<file path="src/rtl/rr_arb_n_lock_pkg.sv">
`default_nettype none
// ============================================================================
// Module      : rr_arb_n_lock_pkg
// Description : Shared router definitions for the output-port arbiter.
//               Direction indices (requester bit order at NUM_REQ=5) and the
//               arbiter lock-state encoding.
// Revision    : 1.0 - initial release
// ============================================================================
package rr_arb_n_lock_pkg;

    // Requester / direction indices at the default five-port configuration
    localparam int DIR_PE  = 0;
    localparam int DIR_W   = 1;
    localparam int DIR_E   = 2;
    localparam int DIR_S   = 3;
    localparam int DIR_N   = 4;
    localparam int NUM_DIR = 5;

    // Arbiter state: IDLE arbitrates per flit, LOCKED holds the port for
    // the owner until its tail flit is accepted.
    typedef enum logic [0:0] {
        ARB_IDLE   = 1'b0,
        ARB_LOCKED = 1'b1
    } arb_state_t;

endpackage : rr_arb_n_lock_pkg
`default_nettype wire

</file>
<file path="src/rtl/rr_arb_n_lock_prio_pick.sv">
`default_nettype none
// ============================================================================
// Module      : rr_prio_pick_n
// Description : Combinational rotating-priority picker. ptr is the highest
//               priority index; search runs ptr, ptr-1, ..., 0, NUM_REQ-1, ...
//               Implemented as double-width rotate, priority encode, and
//               un-rotate of the winning position.
// Ports       : req     [NUM_REQ] requests
//               ptr     [ID_W]    highest-priority index (must be < NUM_REQ)
//               pick    [NUM_REQ] one-hot winner (all zero when no request)
//               pick_id [ID_W]    binary index of winner (0 when none)
// Revision    : 1.0 - initial release
// ============================================================================
module rr_prio_pick_n #(
    parameter  int NUM_REQ = 5,
    localparam int ID_W    = $clog2(NUM_REQ)
) (
    input  logic [NUM_REQ-1:0] req,
    input  logic [ID_W-1:0]    ptr,
    output logic [NUM_REQ-1:0] pick,
    output logic [ID_W-1:0]    pick_id
);

    logic [2*NUM_REQ-1:0] w_dbl;
    logic [NUM_REQ-1:0]   w_rot;
    logic                 w_found;
    int                   w_k_sel;
    int                   w_idx;

    // After shifting by ptr+1, w_rot[k] = req[(ptr+1+k) mod NUM_REQ], so
    // req[ptr] lands in the top bit and descending search order becomes a
    // plain top-down priority encode.
    assign w_dbl = {req, req};
    assign w_rot = NUM_REQ'(w_dbl >> (int'(ptr) + 1));

    always_comb begin
        w_found = 1'b0;
        w_k_sel = 0;
        for (int k = NUM_REQ - 1; k >= 0; k--) begin
            if (!w_found && w_rot[k]) begin
                w_found = 1'b1;
                w_k_sel = k;
            end
        end

        // Map the rotated position back; sum is at most 2*NUM_REQ-1.
        w_idx = int'(ptr) + 1 + w_k_sel;
        if (w_idx >= NUM_REQ) begin
            w_idx = w_idx - NUM_REQ;
        end

        pick    = '0;
        pick_id = '0;
        for (int i = 0; i < NUM_REQ; i++) begin
            pick[i] = w_found && (w_idx == i);
        end
        if (w_found) begin
            pick_id = ID_W'(w_idx);
        end
    end

endmodule : rr_prio_pick_n
`default_nettype wire

</file>
<file path="src/rtl/rr_arb_n_lock.sv">
`default_nettype none
// ============================================================================
// Module      : rr_arb_n_lock
// Description : Round-robin arbiter for one router output port with wormhole
//               packet locking. Combinational one-hot grant gated by
//               outbuf_full; registered rotating pointer and lock owner.
//               Compile-time option: ARB_PKT_LOCK_EN
//                 defined   - granted input keeps the port until its tail
//                             flit is accepted
//                 undefined - req_tail ignored, pure per-flit round-robin,
//                             locked/owner_id tied to 0
// Ports       : clk, reset (async active-high)
//               req, req_tail [NUM_REQ], outbuf_full
//               gnt [NUM_REQ], gnt_vld, gnt_id [ID_W]
//               locked, owner_id [ID_W] (registered)
// Revision    : 1.0 - initial release
// ============================================================================
module rr_arb_n_lock
    import rr_arb_n_lock_pkg::*;
#(
    parameter  int NUM_REQ = 5,
    localparam int ID_W    = $clog2(NUM_REQ)
) (
    input  logic               clk,
    input  logic               reset,
    input  logic [NUM_REQ-1:0] req,
    input  logic [NUM_REQ-1:0] req_tail,
    input  logic               outbuf_full,
    output logic [NUM_REQ-1:0] gnt,
    output logic               gnt_vld,
    output logic [ID_W-1:0]    gnt_id,
    output logic               locked,
    output logic [ID_W-1:0]    owner_id
);

    arb_state_t          state_q, state_d;
    logic [ID_W-1:0]     ptr_q,   ptr_d;
    logic [ID_W-1:0]     owner_q, owner_d;

    logic [NUM_REQ-1:0]  w_pick;
    logic [ID_W-1:0]     w_pick_id;
    logic [NUM_REQ-1:0]  w_owner_oh;
    logic [NUM_REQ-1:0]  w_gnt_raw;
    logic [ID_W-1:0]     w_id_raw;
    logic                w_tail;

    rr_prio_pick_n #(
        .NUM_REQ (NUM_REQ)
    ) u_pick (
        .req     (req),
        .ptr     (ptr_q),
        .pick    (w_pick),
        .pick_id (w_pick_id)
    );

    // Grant path: IDLE takes the rotating pick, LOCKED serves only the owner.
    // Reset also gates the grant so nothing is accepted while it is held.
    always_comb begin
        for (int i = 0; i < NUM_REQ; i++) begin
            w_owner_oh[i] = (owner_q == ID_W'(i));
        end

        w_gnt_raw = '0;
        w_id_raw  = '0;
        if (state_q == ARB_IDLE) begin
            w_gnt_raw = w_pick;
            w_id_raw  = w_pick_id;
        end else begin
            w_gnt_raw = w_owner_oh & req;
            w_id_raw  = owner_q;
        end

        gnt     = (outbuf_full || reset) ? '0 : w_gnt_raw;
        gnt_vld = |gnt;
        gnt_id  = gnt_vld ? w_id_raw : '0;
    end

`ifdef ARB_PKT_LOCK_EN
    assign w_tail = |(gnt & req_tail);
`else
    // Every accepted flit ends its packet, so the lock is never taken.
    assign w_tail = 1'b1;
    logic w_unused_tail;
    assign w_unused_tail = ^req_tail;
`endif

    // Next state: only an accepted flit moves state, pointer or owner.
    always_comb begin
        state_d = state_q;
        ptr_d   = ptr_q;
        owner_d = owner_q;
        if (gnt_vld) begin
            if (w_tail) begin
                state_d = ARB_IDLE;
                ptr_d   = (gnt_id == '0) ? ID_W'(NUM_REQ - 1) : (gnt_id - ID_W'(1));
            end else begin
                state_d = ARB_LOCKED;
                owner_d = gnt_id;
            end
        end
    end

    always_ff @(posedge clk or posedge reset) begin
        if (reset) begin
            state_q <= ARB_IDLE;
            ptr_q   <= ID_W'(NUM_REQ - 1);
            owner_q <= '0;
        end else begin
            state_q <= state_d;
            ptr_q   <= ptr_d;
            owner_q <= owner_d;
        end
    end

`ifdef ARB_PKT_LOCK_EN
    assign locked   = (state_q == ARB_LOCKED);
    assign owner_id = owner_q;
`else
    assign locked   = 1'b0;
    assign owner_id = '0;
`endif

endmodule : rr_arb_n_lock
`default_nettype wire
</file>
<file path="config.mk">
export PLATFORM = sky130hd
export DESIGN_NAME = rr_arb_n_lock
export DESIGN_NICKNAME = d
export VERILOG_FILES = /design/src/rtl/rr_arb_n_lock_pkg.sv /design/src/rtl/rr_arb_n_lock_prio_pick.sv /design/src/rtl/rr_arb_n_lock.sv
export SDC_FILE = /design/constraint.sdc
export NUM_CORES = 1
export LEC_CHECK = 0
export CAP_MARGIN = 15
export CORE_MARGIN = 4
export CORE_UTILIZATION = 40
export DETAILED_ROUTE_END_ITERATION = 8
export PLACE_DENSITY = 0.65
export SKIP_LAST_GASP = 1
export SYNTH_ARGS = -nofsm -noshare
export SYNTH_HDL_FRONTEND = slang
export SYNTH_SLANG_ARGS = --single-unit
</file>
<file path="constraint.sdc">
create_clock -name clk -period 19.46 [get_ports clk]
set_clock_uncertainty 0.2 [all_clocks]
set_input_delay 3.892 -clock clk [delete_from_list [all_inputs] [get_ports clk]]
set_output_delay 3.892 -clock clk [all_outputs]
set_load 0.05 [all_outputs]
</file>
==> impl_metrics.csv, run 1 <==
group,metric,value,unit
synthesis,synthFlopType,"dfrtp_1",
placed_design,dp_hpwl,2390,microns
timing,setup_viol,0,
drt,routed_wl,3020,microns
timing,final.min_clock_period,13.46,ns
cells_and_area,multiInputGateArea,992,sq um
cells_and_area,nFillCells,295,
setup_path,cp.buffers_inverters,4,
hold_path,min_path_cells,2,
drt,drt-initial-drc-count,111,
grt,top_usage_layer,"met2",
clock_network,cts_tree,"done",
grt,antenna_found_initial,0,
synthesis,synth.distinct_cells,62,
grt,grt_max_degree,24,
clock_network,post_cts_resized,0,
setup_path,slowest_stage,"clkdlybuf4s50_1",
setup_path,cp_cell_sequence,"clkdlybuf4s50_1 > mux2_1 > mux2i_1 > o311a_1 > a21oi_1 > a211oi_1 > ha_1 > inv_1 > fa_1 > ha_1 > o22a_1 > ha_1 > inv_1 > o31ai_1 > nand4b_1 > o311ai_2 > nand3_4 > nor4_1 > clkdlybuf4s50_1",
cells_and_area,largest_reg_flops,3,
setup_path,arrival,9.37,ns
drt,vias,1221,
clock_network,hold_buffers,0,
timing,fmax,0.0743,GHz
setup_path,critPathKind,"in2out",
cells_and_area,register_area,76.3,sq um
cells_and_area,top_register,"ptr_q",
grt,met3_usage,1.24,%
setup_path,crit_path_max_fanout,8,
timing,fin_crit_sh,69.2,%
floorplanning,fp.dieH,63.2,microns
hold_path,hold_class,"reg2reg",
clock_network,cts_buffer_depth,2,
setup_path,critical_path_required,15.37,ns
grt,grt_pass1_wl,5320,microns
clock_network,cts_root_buffer,"clkbuf_4",
floorplanning,die_w,63.2,microns
hold_path,hold_end,"ptr_q[2]",
cells_and_area,nNetsFinal,198,
clock_network,clk_pin_slew,0.03,ns
synthesis,synth_area,1220,sq um
grt,grt-ovfl-total,0,
setup_path,startpoint_type,"input port",
floorplanning,io_pins,26,
floorplanning,design.die.area,3990,sq um
clock_network,post-cts-setup-buffers,0,
clock_network,cts.sinks,3,
grt,grt_pass1_vias,1208,
cells_and_area,mostFrequentLayoutCell,"inv_1",
setup_path,crit_top_cell,"ha_1",
setup_path,max_stage_delay,0.89,ns
synthesis,avgSynthCellArea,7.34,sq um
drt,vias_per_cell,5.93,
synthesis,ys_seq_elements,3,
clock_network,worstSkewPairLatency,0.23,ns
timing,max_slew_margin,53.8,%
timing,slew_viol_final,0,
floorplanning,start_util,43.1,%
synthesis,ys_seq_area_share,6.26,%
cells_and_area,reg_top3,"ptr_q x3",
synthesis,syn_inst,166,
setup_path,ff2ff_path_depth,19,
drt,avgRoutedWirePerCell,14.7,microns
cells_and_area,utilization,48.1,%
timing,setup_slack,6.00,ns
cells_and_area,synthToLayoutAreaGrowth,11.7,%
setup_path,endpoint_kind,"output pin",
floorplanning,design.core.area,2830,sq um
floorplanning,rows,19,
drt,final_antenna_net_count,0,
cells_and_area,most-common-layout-cells,"inv_1 (18), clkdlybuf4s50_1 (16), nor2_1 (10)",
synthesis,synth-edff-count,0,
grt,grt_util_met2,26.0,%
grt,gr-usage-met1,21.3,%
outcome,status,"finished clean",
placed_design,dp_slack,6.07,ns
clock_network,h-tree-depth,1,
setup_path,worstReg2RegStart,"ptr_q[1]",
placed_design,port_buffers,16,
drt,drc,0,
setup_path,r2r-end,"ptr_q[2]",
timing,worst_pin_slew,0.692,ns
drt,dr.pass1.iters,4,
clock_network,cts_made_buffers,3,
timing,rsz0062_at_grt,"false",
timing,fin_tns_setup,0,ns
cells_and_area,diodes,0,
hold_path,holdCritStartpoint,"ptr_q[2]",
setup_path,ff2ff_setup_slack,13.95,ns
synthesis,async_flop_share,100,%
timing,final_hold_viol_count,0,
cells_and_area,drive_gt1_share,8.57,%
grt,grt_usage,15.7,%
setup_path,critical-path-top-delay-family,"buffers and inverters",
synthesis,yosys_warnings,0,
placed_design,gp_congestion,0.845,
job,max_cap_viol_count,0,
synthesized netlist by cell type (3+ instances only):
cell       count  area share [%]
nand3_1        8             3.3
clkbuf_1       3            0.92
buf_2          3             1.2
mux2i_1        5             4.1
a211oi_1       3             1.8
nand2b_1       3             1.5
ha_1           8             8.2
inv_1         18             5.5
nor3_1         8             3.3
buf_4          6             3.7
nor2_1        10             3.1
o21ai_0        8             3.3
a21oi_1        7             2.9
o2111ai_1      3             2.2
o22ai_1        3             1.5
nand2_1        7             2.2
and3_1         5             2.6
worst max path at each step:
stage                     startpoint     end  slack, ns  cells past startpoint
after global placement        req[2]  gnt[1]       6.24                     19
final                         req[2]  gnt[1]       6.00                     19
after detailed placement      req[2]  gnt[1]       6.07                     19
after global routing          req[2]  gnt[1]       5.63                     19
after floorplan               req[2]  gnt[1]       6.67                     16
after CTS                     req[2]  gnt[1]       6.04                     19
metal layers:
layer | vias to the layer above | wire length (microns)
li1 | 627 | -
met1 | 558 | 1460
met2 | 32 | 1390
met3 | 4 | 137
met4 | 0 | 28
met5 | - | 0
cells by family after synthesis:
group / after synthesis / share of synthesized area, %
AND/OR/NAND/NOR: 59 / 28.6
AO/OA/AOI/OAI: 49 / 30.6
buffers and inverters: 32 / 13.2
adder cells (fa/ha/maj): 9 / 9.86
multiplexers: 8 / 6.88
XOR/XNOR: 5 / 4.21
flip-flops: 3 / 6.26
other: 1 / 0.308
area by class of cell:
type	count	area share, %
Clock buffer	4	1.93
Inverter	18	4.96
Multi-Input combinational cell	134	72.9
Sequential cell	3	5.61
Tap cell	31	2.85
Timing Repair Buffer	16	11.8
worst register-to-register path, delay by kind of cell, from the launching register on:
kind / cells / cell delay, ns
buf+inv: 2 / 0.26
mux: 3 / 0.77
flops: 1 / 0.78
fa+ha+maj: 5 / 1.89
simple gates: 3 / 0.55
compound gates: 6 / 0.99
metrics by stage:
| stage | cell area [sq um] | instances | hold slack (ns) |
|---|---|---|---|
| after floorplan | 1230 | 169 | 0.439 |
| after global placement | 1340 | 202 | 0.388 |
| after detailed placement | 1340 | 202 | 0.424 |
| after CTS | 1360 | 206 | 0.433 |
| after global routing | 1360 | 206 | 0.452 |
| final | 1360 | 206 | 0.427 |
Power of run 1 is not shown: default switching activity piles up to over one toggle a cycle in this logic, so the estimate is an artifact.
==> run 2: changes to the inputs <==
==> constraint.sdc (replaced) <==
create_clock -name clk -period 14 [get_ports clk]
set_clock_uncertainty 0.2 [all_clocks]
set_input_delay 2.8 -clock clk [delete_from_list [all_inputs] [get_ports clk]]
set_output_delay 2.8 -clock clk [all_outputs]
set_load 0.05 [all_outputs]
==> results of run 2 <==
The final DEF is identical to that of run 1. Status: finished clean.
Among the figures that moved: setup slack after placement 6.07 ns -> 2.80 ns; setup slack after layout 6.00 ns -> 2.72 ns; register-to-register setup slack 13.95 ns -> 8.49 ns
Power of run 2 is left out for the same reason.
==> run 3: changes to the inputs <==
==> constraint.sdc (replaced) <==
create_clock -name clk -period 10.65 [get_ports clk]
set_clock_uncertainty 0.2 [all_clocks]
set_input_delay 2.13 -clock clk [delete_from_list [all_inputs] [get_ports clk]]
set_output_delay 2.13 -clock clk [all_outputs]
set_load 0.05 [all_outputs]
==> results of run 3 <==
The final DEF is identical to that of run 1. Status: finished clean.
Among the figures that moved: setup slack after placement 6.07 ns -> 0.788 ns; setup slack after layout 6.00 ns -> 0.714 ns; register-to-register setup slack 13.95 ns -> 5.14 ns
Power of run 3 is left out for the same reason.
